<file path="src/rtl/burst_incre_gen.sv">
// burst_incre_gen: on an accepted Trigger this block emits repeated bursts of a
// linear ramp (Start + k*Step, wrapping) separated by programmable idle gaps.
// Every output is registered. Valid/Busy/Done are side-band flags for the
// controller, which re-aligns them with the downstream delay line.
module burst_incre_gen #(
    parameter int WIDTH = 16,
    parameter int CNT_W = 16
) (
    input  logic             Clock,
    input  logic             Reset,
    input  logic             Trigger,
    input  logic             Abort,
    input  logic [WIDTH-1:0] Start_Val,
    input  logic [WIDTH-1:0] Step,
    input  logic [CNT_W-1:0] Burst_Len,
    input  logic [CNT_W-1:0] Gap_Len,
    input  logic [CNT_W-1:0] Burst_Num,
    input  logic [WIDTH-1:0] Idle_Val,
    output logic [WIDTH-1:0] Dout,
    output logic             Valid,
    output logic             Busy,
    output logic             Done
);

    typedef enum logic [1:0] {
        ST_IDLE = 2'd0,
        ST_RUN  = 2'd1,
        ST_GAP  = 2'd2
    } state_t;

    localparam logic [CNT_W-1:0] CNT_ONE = CNT_W'(1);

    state_t state_reg, state_next;

    // Parameters captured on an accepted Trigger
    logic [WIDTH-1:0] start_reg, start_next;
    logic [WIDTH-1:0] step_reg,  step_next;
    logic [CNT_W-1:0] len_reg,   len_next;
    logic [CNT_W-1:0] gap_reg,   gap_next;
    logic [CNT_W-1:0] num_reg,   num_next;

    // Ramp accumulator and counters
    logic [WIDTH-1:0] acc_reg,        acc_next;
    logic [CNT_W-1:0] sample_cnt_reg, sample_cnt_next;
    logic [CNT_W-1:0] gap_cnt_reg,    gap_cnt_next;
    logic [CNT_W-1:0] burst_cnt_reg,  burst_cnt_next;

    // Registered outputs. done_pend_reg marks the cycle after the final sample so
    // that Done lands one cycle after the last Valid and retrigger waits for it.
    logic [WIDTH-1:0] dout_reg,  dout_next;
    logic             valid_reg, valid_next;
    logic             busy_reg,  busy_next;
    logic             done_reg,  done_next;
    logic             done_pend_reg, done_pend_next;

    logic             accept;
    logic             last_sample;
    logic             last_burst;
    logic             gap_end;
    logic [CNT_W-1:0] burst_inc;

    // Trigger qualification and end-of-burst/gap decode
    always_comb begin
        accept      = (state_reg == ST_IDLE) && Trigger && !Abort &&
                      (Burst_Len != '0) && !done_pend_reg;
        last_sample = (sample_cnt_reg == (len_reg - CNT_ONE));
        burst_inc   = burst_cnt_reg + CNT_ONE;
        // Burst_Num = 0 is continuous: the burst counter simply wraps.
        last_burst  = (num_reg != '0) && (burst_inc == num_reg);
        gap_end     = (gap_cnt_reg == (gap_reg - CNT_ONE));
    end

    // State register
    always_ff @(posedge Clock) begin
        if (Reset) begin
            state_reg <= ST_IDLE;
        end else begin
            state_reg <= state_next;
        end
    end

    // Next-state logic; Abort outranks every other transition
    always_comb begin
        state_next = state_reg;
        case (state_reg)
            ST_IDLE: begin
                if (accept) begin
                    state_next = ST_RUN;
                end
            end
            ST_RUN: begin
                if (Abort) begin
                    state_next = ST_IDLE;
                end else if (last_sample) begin
                    if (last_burst) begin
                        state_next = ST_IDLE;
                    end else if (gap_reg != '0) begin
                        state_next = ST_GAP;
                    end else begin
                        state_next = ST_RUN;
                    end
                end
            end
            ST_GAP: begin
                if (Abort) begin
                    state_next = ST_IDLE;
                end else if (gap_end) begin
                    state_next = ST_RUN;
                end
            end
            default: state_next = ST_IDLE;
        endcase
    end

    // Datapath and output next values per state
    always_comb begin
        start_next      = start_reg;
        step_next       = step_reg;
        len_next        = len_reg;
        gap_next        = gap_reg;
        num_next        = num_reg;
        acc_next        = acc_reg;
        sample_cnt_next = sample_cnt_reg;
        gap_cnt_next    = gap_cnt_reg;
        burst_cnt_next  = burst_cnt_reg;
        dout_next       = Idle_Val;
        valid_next      = 1'b0;
        busy_next       = 1'b0;
        done_next       = done_pend_reg;
        done_pend_next  = 1'b0;

        case (state_reg)
            ST_IDLE: begin
                if (accept) begin
                    start_next      = Start_Val;
                    step_next       = Step;
                    len_next        = Burst_Len;
                    gap_next        = Gap_Len;
                    num_next        = Burst_Num;
                    acc_next        = Start_Val;
                    sample_cnt_next = '0;
                    gap_cnt_next    = '0;
                    burst_cnt_next  = '0;
                end
            end
            ST_RUN: begin
                if (!Abort) begin
                    dout_next  = acc_reg;
                    valid_next = 1'b1;
                    busy_next  = 1'b1;
                    if (last_sample) begin
                        burst_cnt_next  = burst_inc;
                        sample_cnt_next = '0;
                        gap_cnt_next    = '0;
                        acc_next        = start_reg;
                        done_pend_next  = last_burst;
                    end else begin
                        acc_next        = acc_reg + step_reg;
                        sample_cnt_next = sample_cnt_reg + CNT_ONE;
                    end
                end
            end
            ST_GAP: begin
                if (!Abort) begin
                    busy_next    = 1'b1;
                    gap_cnt_next = gap_cnt_reg + CNT_ONE;
                    if (gap_end) begin
                        acc_next        = start_reg;
                        sample_cnt_next = '0;
                    end
                end
            end
            default: ;
        endcase
    end

    // Datapath, parameter and output registers
    always_ff @(posedge Clock) begin
        if (Reset) begin
            start_reg      <= '0;
            step_reg       <= '0;
            len_reg        <= '0;
            gap_reg        <= '0;
            num_reg        <= '0;
            acc_reg        <= '0;
            sample_cnt_reg <= '0;
            gap_cnt_reg    <= '0;
            burst_cnt_reg  <= '0;
            dout_reg       <= '0;
            valid_reg      <= 1'b0;
            busy_reg       <= 1'b0;
            done_reg       <= 1'b0;
            done_pend_reg  <= 1'b0;
        end else begin
            start_reg      <= start_next;
            step_reg       <= step_next;
            len_reg        <= len_next;
            gap_reg        <= gap_next;
            num_reg        <= num_next;
            acc_reg        <= acc_next;
            sample_cnt_reg <= sample_cnt_next;
            gap_cnt_reg    <= gap_cnt_next;
            burst_cnt_reg  <= burst_cnt_next;
            dout_reg       <= dout_next;
            valid_reg      <= valid_next;
            busy_reg       <= busy_next;
            done_reg       <= done_next;
            done_pend_reg  <= done_pend_next;
        end
    end

    assign Dout  = dout_reg;
    assign Valid = valid_reg;
    assign Busy  = busy_reg;
    assign Done  = done_reg;

endmodule

</file>
<file path="config.mk">
export PLATFORM = sky130hd
export DESIGN_NAME = burst_incre_gen
export DESIGN_NICKNAME = d
export VERILOG_FILES = /design/src/rtl/burst_incre_gen.sv
export SDC_FILE = /design/constraint.sdc
export NUM_CORES = 1
export LEC_CHECK = 0
export CORE_AREA = 5 5 99 171
export CTS_BUF_LIST = sky130_fd_sc_hd__clkbuf_16
export DETAILED_ROUTE_END_ITERATION = 10
export DIE_AREA = 0 0 104 176
export PLACE_DENSITY = 0.85
export SYNTH_ARGS = -nofsm -noshare
export SYNTH_HDL_FRONTEND = slang
export SYNTH_SLANG_ARGS = --single-unit
</file>
<file path="constraint.sdc">
create_clock -name Clock -period 10.1 [get_ports Clock]
set_clock_uncertainty 0.2 [all_clocks]
set_input_delay 1.01 -clock Clock [delete_from_list [all_inputs] [get_ports Clock]]
set_output_delay 1.01 -clock Clock [all_outputs]
set_load 0.05 [all_outputs]
</file>
==> results of run 1 <==
[kinds of logic after synthesis]
kind of cell             Yosys count  share of synthesized area
AND/OR/NAND/NOR                  507                      0.270
XOR/XNOR                         106                      0.102
multiplexers                       4                    0.00441
buffers and inverters             87                     0.0382
adder cells (fa/ha/maj)           26                     0.0367
AO/OA/AOI/OAI                    257                      0.182
flip-flops                       166                      0.366
[final cells by class]
cell class,instances,area [µm²]
Tap cell,186,233
Clock inverter,15,190
Timing Repair Buffer,124,1220
Sequential cell,166,3320
Fill cell,1199,4450
Inverter,17,63.8
Clock buffer,17,425
Multi-Input combinational cell,900,5410
[worst paths after layout]
kind / startpoint / end / depth (start not counted)
worst max-delay path: len_reg[0]$_SDFFE_PP0P_ / gap_cnt_reg[15]$_SDFFE_PP0P_ / 11
worst min-delay path: start_reg[3]$_SDFFE_PP0P_ / start_reg[3]$_SDFFE_PP0P_ / 2
worst max register to register: len_reg[0]$_SDFFE_PP0P_ / gap_cnt_reg[15]$_SDFFE_PP0P_ / 11
worst min register to register: start_reg[3]$_SDFFE_PP0P_ / start_reg[3]$_SDFFE_PP0P_ / 2
[synthesized netlist by cell type, drive strengths merged (20+ instances only)]
cell	instances	area share
xnor2	68	0.066
a21oi	124	0.068
nand4	26	0.018
nand3	32	0.018
xor2	38	0.037
clkbuf	59	0.024
nor3	32	0.022
ha	25	0.034
nand2	234	0.098
nor4	20	0.014
dfxtp	166	0.37
nor2	73	0.030
o21ai	31	0.018
[power breakdown]
part	switching (W)	total (W)	internal, W
clock	0.000294	0.000690	0.000396
sequential	0.0000636	0.000783	0.000719
combinational	0.000424	0.000672	0.000248
[tightest hold or removal path: cells and delay by family, from the launching register on]
family	cells	cell delay [ps]
DFF	1	310
AOI/OAI and AO/OA	1	50
and+or+nand+nor	1	50
[metrics by stage]
step	setup WS, ps	utilization
6_report	5560	0.710
5_1_grt	5170	0.710
4_1_cts	5640	0.710
3_5_place_dp	5340	0.669
3_3_place_gp	5430	0.669
2_1_floorplan	6740	-
[metal layers]
layer,vias to the layer above,part of all wire
met1,4010,0.37
met4,0,0.044
met5,-,0
li1,4217,-
met3,95,0.056
met2,338,0.53
[cells in the final DEF (no fill, tap or decap), types with 7 or more instances in the layout]
cell	count
nor4_1	19
dfxtp_1	166
xnor2_1	68
nor2_1	73
xor2_1	38
ha_1	25
nand2_1	233
nor3_2	8
inv_1	17
and2_1	8
nor3_1	24
a22oi_1	8
buf_4	7
clkbuf_16	17
nand3_1	31
and4_1	10
o21ai_0	14
a31oi_1	17
nand4_1	26
a21o_1	14
or2_2	7
and3_1	17
o21ai_1	16
or3_1	14
a221oi_1	7
a21oi_1	124
clkdlybuf4s50_1	117
==> flow_summary_export.csv, run 1 <==
group,metric,value,unit
synth,synth_cells,1153,
detailed_routing,drtIter0Drc,464,
grt,busiest_layer,"met2",
clocking,path_clk_slew,70,ps
synth,async_flop_share,0,
setup_path,worstPathCellList,"inv_1, ha_1, nor3b_1, nand3_1, xor2_1, o21ai_0, o211ai_1, o21ai_1, nand2_1, o21ai_1, nor2_1",
setup_path,crit_family,"compound AO/OA/AOI/OAI gates",
place,placedCellCount,1393,
setup_path,path_class,"flop to flop",
final_layout,design_area,10900,µm²
place,postPlaceCellArea,10300,µm²
power_and_ir_drop,total_leakage_power,4.06,nW
setup_path,r2r_slack,5560,ps
place,dpl.hpwl,17.6,mm
power_and_ir_drop,irDropWorstVdd,0.130,mV
grt,grt_antenna_before_repair,0,
detailed_routing,drt_wl_total,25.2,mm
floorplanning,die_x,104,µm
worst_hold_path,hold_path.class,"flop to flop",
detailed_routing,vias,8660,
floorplanning,initial_core_util,0.593,
setup_path,critical-path-slowest-cell,"o21ai_1",
setup_path,worst_setup_path_start_kind,"flop",
clocking,numCtsBuffers,17,
grt,grt_use_met1,0.287,
setup_path,crit_path_end_kind,"flop",
sta,period_needed,4540,ps
place,gp_congestion,0.904,
sta,fmax,0.220,GHz
clocking,hold_buffers,0,
status,outcome,"finished, final reports clean",
sta,tightest_slew,1140,ps
clocking,cts_setup_buffers,0,
floorplanning,num_rows,60,
sta,relSlewSlack,0.233,
detailed_routing,wl_per_cell,17.6,µm
synth,synth_cell_type_count,73,
place,io_buffers,118,
sta,hold_violations,0,
synth,syn_area,9080,µm²
setup_path,path_common_cell,"o21ai_1",
final_layout,final_cells,1425,
final_layout,layout-drive-gt1-share,0.0533,
floorplanning,design.core.area,15300,µm²
sta,slew_violations,0,
clocking,clock_latency,430,ps
synth,syn_avg_cell_area,7.87,µm²
detailed_routing,drcViolationCount,0,
sta,fin_hold_ws,259,ps
grt,grt_max_degree,87,
sta,setup_tns,0,ps
clocking,ctsResizeCount,0,
grt,grt_overflow_total,0,
clocking,cts_max_level,4,
grt,use_met2,0.504,
final_layout,area_growth,19.7,%
clocking,cts_tree,"built",
synth,synth_fp_nets,1279,
sta,rsz0062_at_grt,"false",
detailed_routing,ant_nets,0,
setup_path,path_max_fanout,16,
setup_path,path_buf_inv,1,
synth,synthFlopType,"dfxtp_1",
clocking,clk_path_buf_depth,2,
power_and_ir_drop,p_total,0.00215,W
setup_path,critical_path_required,10160,ps
synth,ys_ff_latch,166,
floorplanning,ioPinCount,119,
detailed_routing,first_pass_iters,6,
sta,setup_viol,0,
grt,grt_first_pass_wirelength,41.3,mm
sta,fin_crit_sh,0.449,
synth,yosysWarnings,0,
setup_path,cp.arrival,4600,ps
grt,met3_usage,0.0424,
power_and_ir_drop,p_per_area,197,nW/µm²
floorplanning,die_area,18300,µm²
floorplanning,die_h,176,µm
setup_path,slowest_delay,950,ps
job,maxCapViolCount,0,
grt,grt_pass1_vias,8795,
clocking,cts_sinks,166,
synth,yosysSeqAreaShare,0.366,
synth,synth-edff-count,0,
final_layout,final_nets,1352,
clocking,cts_root_buffer,"clkbuf_16",
detailed_routing,detail_route.vias_per_cell,6.08,
grt,grt_use_total,0.271,
final_layout,antenna_cells,0,
Power figures use the tool's default switching activity.
==> inputs of run 2 (changes only) <==
- CORE_AREA: 5 5 99 171 -> 5 5 107 185
- DIE_AREA: 0 0 104 176 -> 0 0 112 190
- PLACE_DENSITY: 0.85 -> 0.77
- clock period: 10.1 -> 4 ns (I/O delays scaled with it)
==> run 2 against run 1 <==
  * Power grew 140%
  * Core utilization shrank 11 points
  * Via count grew 0.53%
  * Non-clock buffer count grew 16
  * Critical endpoint is now acc_reg[5]$_SDFFE_PP0P_
  * Hold slack is essentially flat
  * Global-route usage shrank 3.9 points
  * Largest cell class unchanged
  * Combinational power grew to 2.6 times the previous value
  * Maximum frequency grew 21%
  * Wire length shrank 0.41%
  * Register-to-register slack lost 5300 ps
==> flow_summary_export.csv, run 2 (synthesis gave the netlist of run 1 again) <==
group,metric,value,unit
status,outcome,"finished, final reports clean",
detailed_routing,wl_per_cell,16.8,µm
place,postPlaceCellArea,10500,µm²
final_layout,final_nets,1368,
final_layout,final_util,0.602,
sta,fin_crit_sh,0.934,
clocking,clock_latency,440,ps
grt,grt_antenna_before_repair,0,
clocking,numCtsBuffers,17,
power_and_ir_drop,p_per_area,477,nW/µm²
floorplanning,num_rows,66,
worst_hold_path,hold_path.class,"flop to flop",
place,gp_congestion,0.874,
grt,grt_use_total,0.232,
grt,grt_overflow_total,0,
setup_path,crit_path_end_kind,"flop",
sta,setup_tns,0,ps
clocking,cts_tree,"built",
clocking,cts_max_level,4,
final_layout,area_growth,20.9,%
place,dpl.hpwl,18.0,mm
final_layout,design_area,11000,µm²
floorplanning,die_area,21300,µm²
worst_hold_path,min_from,"start_reg[8]$_SDFFE_PP0P_",
job,maxCapViolCount,0,
place,io_buffers,118,
sta,fmax,0.268,GHz
clocking,path_clk_slew,60,ps
detailed_routing,ant_nets,0,
sta,tightest_slew,878,ps
clocking,hold_buffers,0,
detailed_routing,drtIter0Drc,440,
detailed_routing,first_pass_iters,5,
final_layout,final_cell_mix,"nand2_1 (233), dfxtp_1 (166), a21oi_1 (124)",
sta,slew_violations,0,
setup_path,cp.arrival,3870,ps
grt,grt_pass1_vias,8665,
setup_path,critical_path_required,4140,ps
setup_path,worst_setup_path_start_kind,"flop",
grt,grt_max_degree,81,
clocking,ctsResizeCount,0,
setup_path,r2r_cells,8,
setup_path,crit_start,"gap_reg[8]$_SDFFE_PP0P_",
clocking,clk_path_buf_depth,2,
clocking,cts_root_buffer,"clkbuf_16",
detailed_routing,drcViolationCount,0,
detailed_routing,vias,8706,
setup_path,r2r-start,"gap_reg[8]$_SDFFE_PP0P_",
floorplanning,die_h,190,µm
final_layout,final_common_cell,"nand2_1",
sta,setup_viol,0,
sta,relSlewSlack,0.407,
floorplanning,initial_core_util,0.497,
floorplanning,design.core.area,18300,µm²
setup_path,path_max_fanout,24,
sta,fin_hold_ws,258,ps
power_and_ir_drop,p_total,0.00524,W
worst_hold_path,hold_path_depth,2,
power_and_ir_drop,irDropWorstVdd,0.225,mV
sta,period_needed,3730,ps
floorplanning,die_x,112,µm
sta,hold_violations,0,
final_layout,fillers,1631,
sta,rsz0062_at_grt,"false",
grt,grt_first_pass_wirelength,40.8,mm
clocking,cts_sinks,166,
detailed_routing,drt_wl_total,25.0,mm
detailed_routing,detail_route.vias_per_cell,5.84,
clocking,cts_setup_buffers,0,
power_and_ir_drop,total_leakage_power,4.10,nW
floorplanning,ioPinCount,119,
final_layout,antenna_cells,0,
final_layout,layout-drive-gt1-share,0.0646,
setup_path,path_class,"flop to flop",
-- run 2: routing by layer --
metal | wire length, µm | vias up | GRT usage
li1 | - | 4244 | -
met1 | 9160 | 4092 | 0.235
met2 | 13400 | 286 | 0.443
met3 | 1340 | 84 | 0.0388
met4 | 1140 | 0 | 0.131
met5 | 0 | - | 0
-- run 2: stage by stage --
step | std cells | setup WS, ps
floorplan | 1153 | 635
global placement | 1461 | 394
detailed placement | 1461 | 312
CTS | 1492 | 263
global route | 1492 | 114
finish | 1492 | 266
-- run 2: where the power goes --
part	switching [W]	internal, W
Clock	0.000717	0.000793
Combinational	0.00108	0.000674
Sequential	0.000165	0.00182
Total	0.00196	0.00328
-- run 2: cell type report --
class / instances / area, µm² / share of cell area
inverter: 17 / 63.8 / 0.00581
timing repair buffer: 140 / 1360 / 0.124
tap: 238 / 298 / 0.0271
clock buffer: 17 / 425 / 0.0388
multi-input combinational: 900 / 5410 / 0.493
sequential: 166 / 3320 / 0.303
clock inverter: 14 / 103 / 0.00935
-- run 2: worst paths after layout --
kind	to	slack [ps]
worst max-delay path	acc_reg[5]$_SDFFE_PP0P_	270
worst min register to register	start_reg[8]$_SDFFE_PP0P_	260
worst min-delay path	start_reg[8]$_SDFFE_PP0P_	260
worst max register to register	acc_reg[5]$_SDFFE_PP0P_	270
-- run 2: critical path, cell delays in order, from the launching register on --
cell and delay (ps):
dfxtp_1 380, or4_1 600, or3_1 380, a2111o_1 420, a211o_1 310, o41ai_4 490
nand2_4 280, buf_4 280, o41ai_2 310
==> inputs of run 3 (changes only) <==
- SETUP_SLACK_MARGIN: default -> 0.05
==> results of run 3 <==
The final DEF is identical to that of run 2; final timing and power are the same.
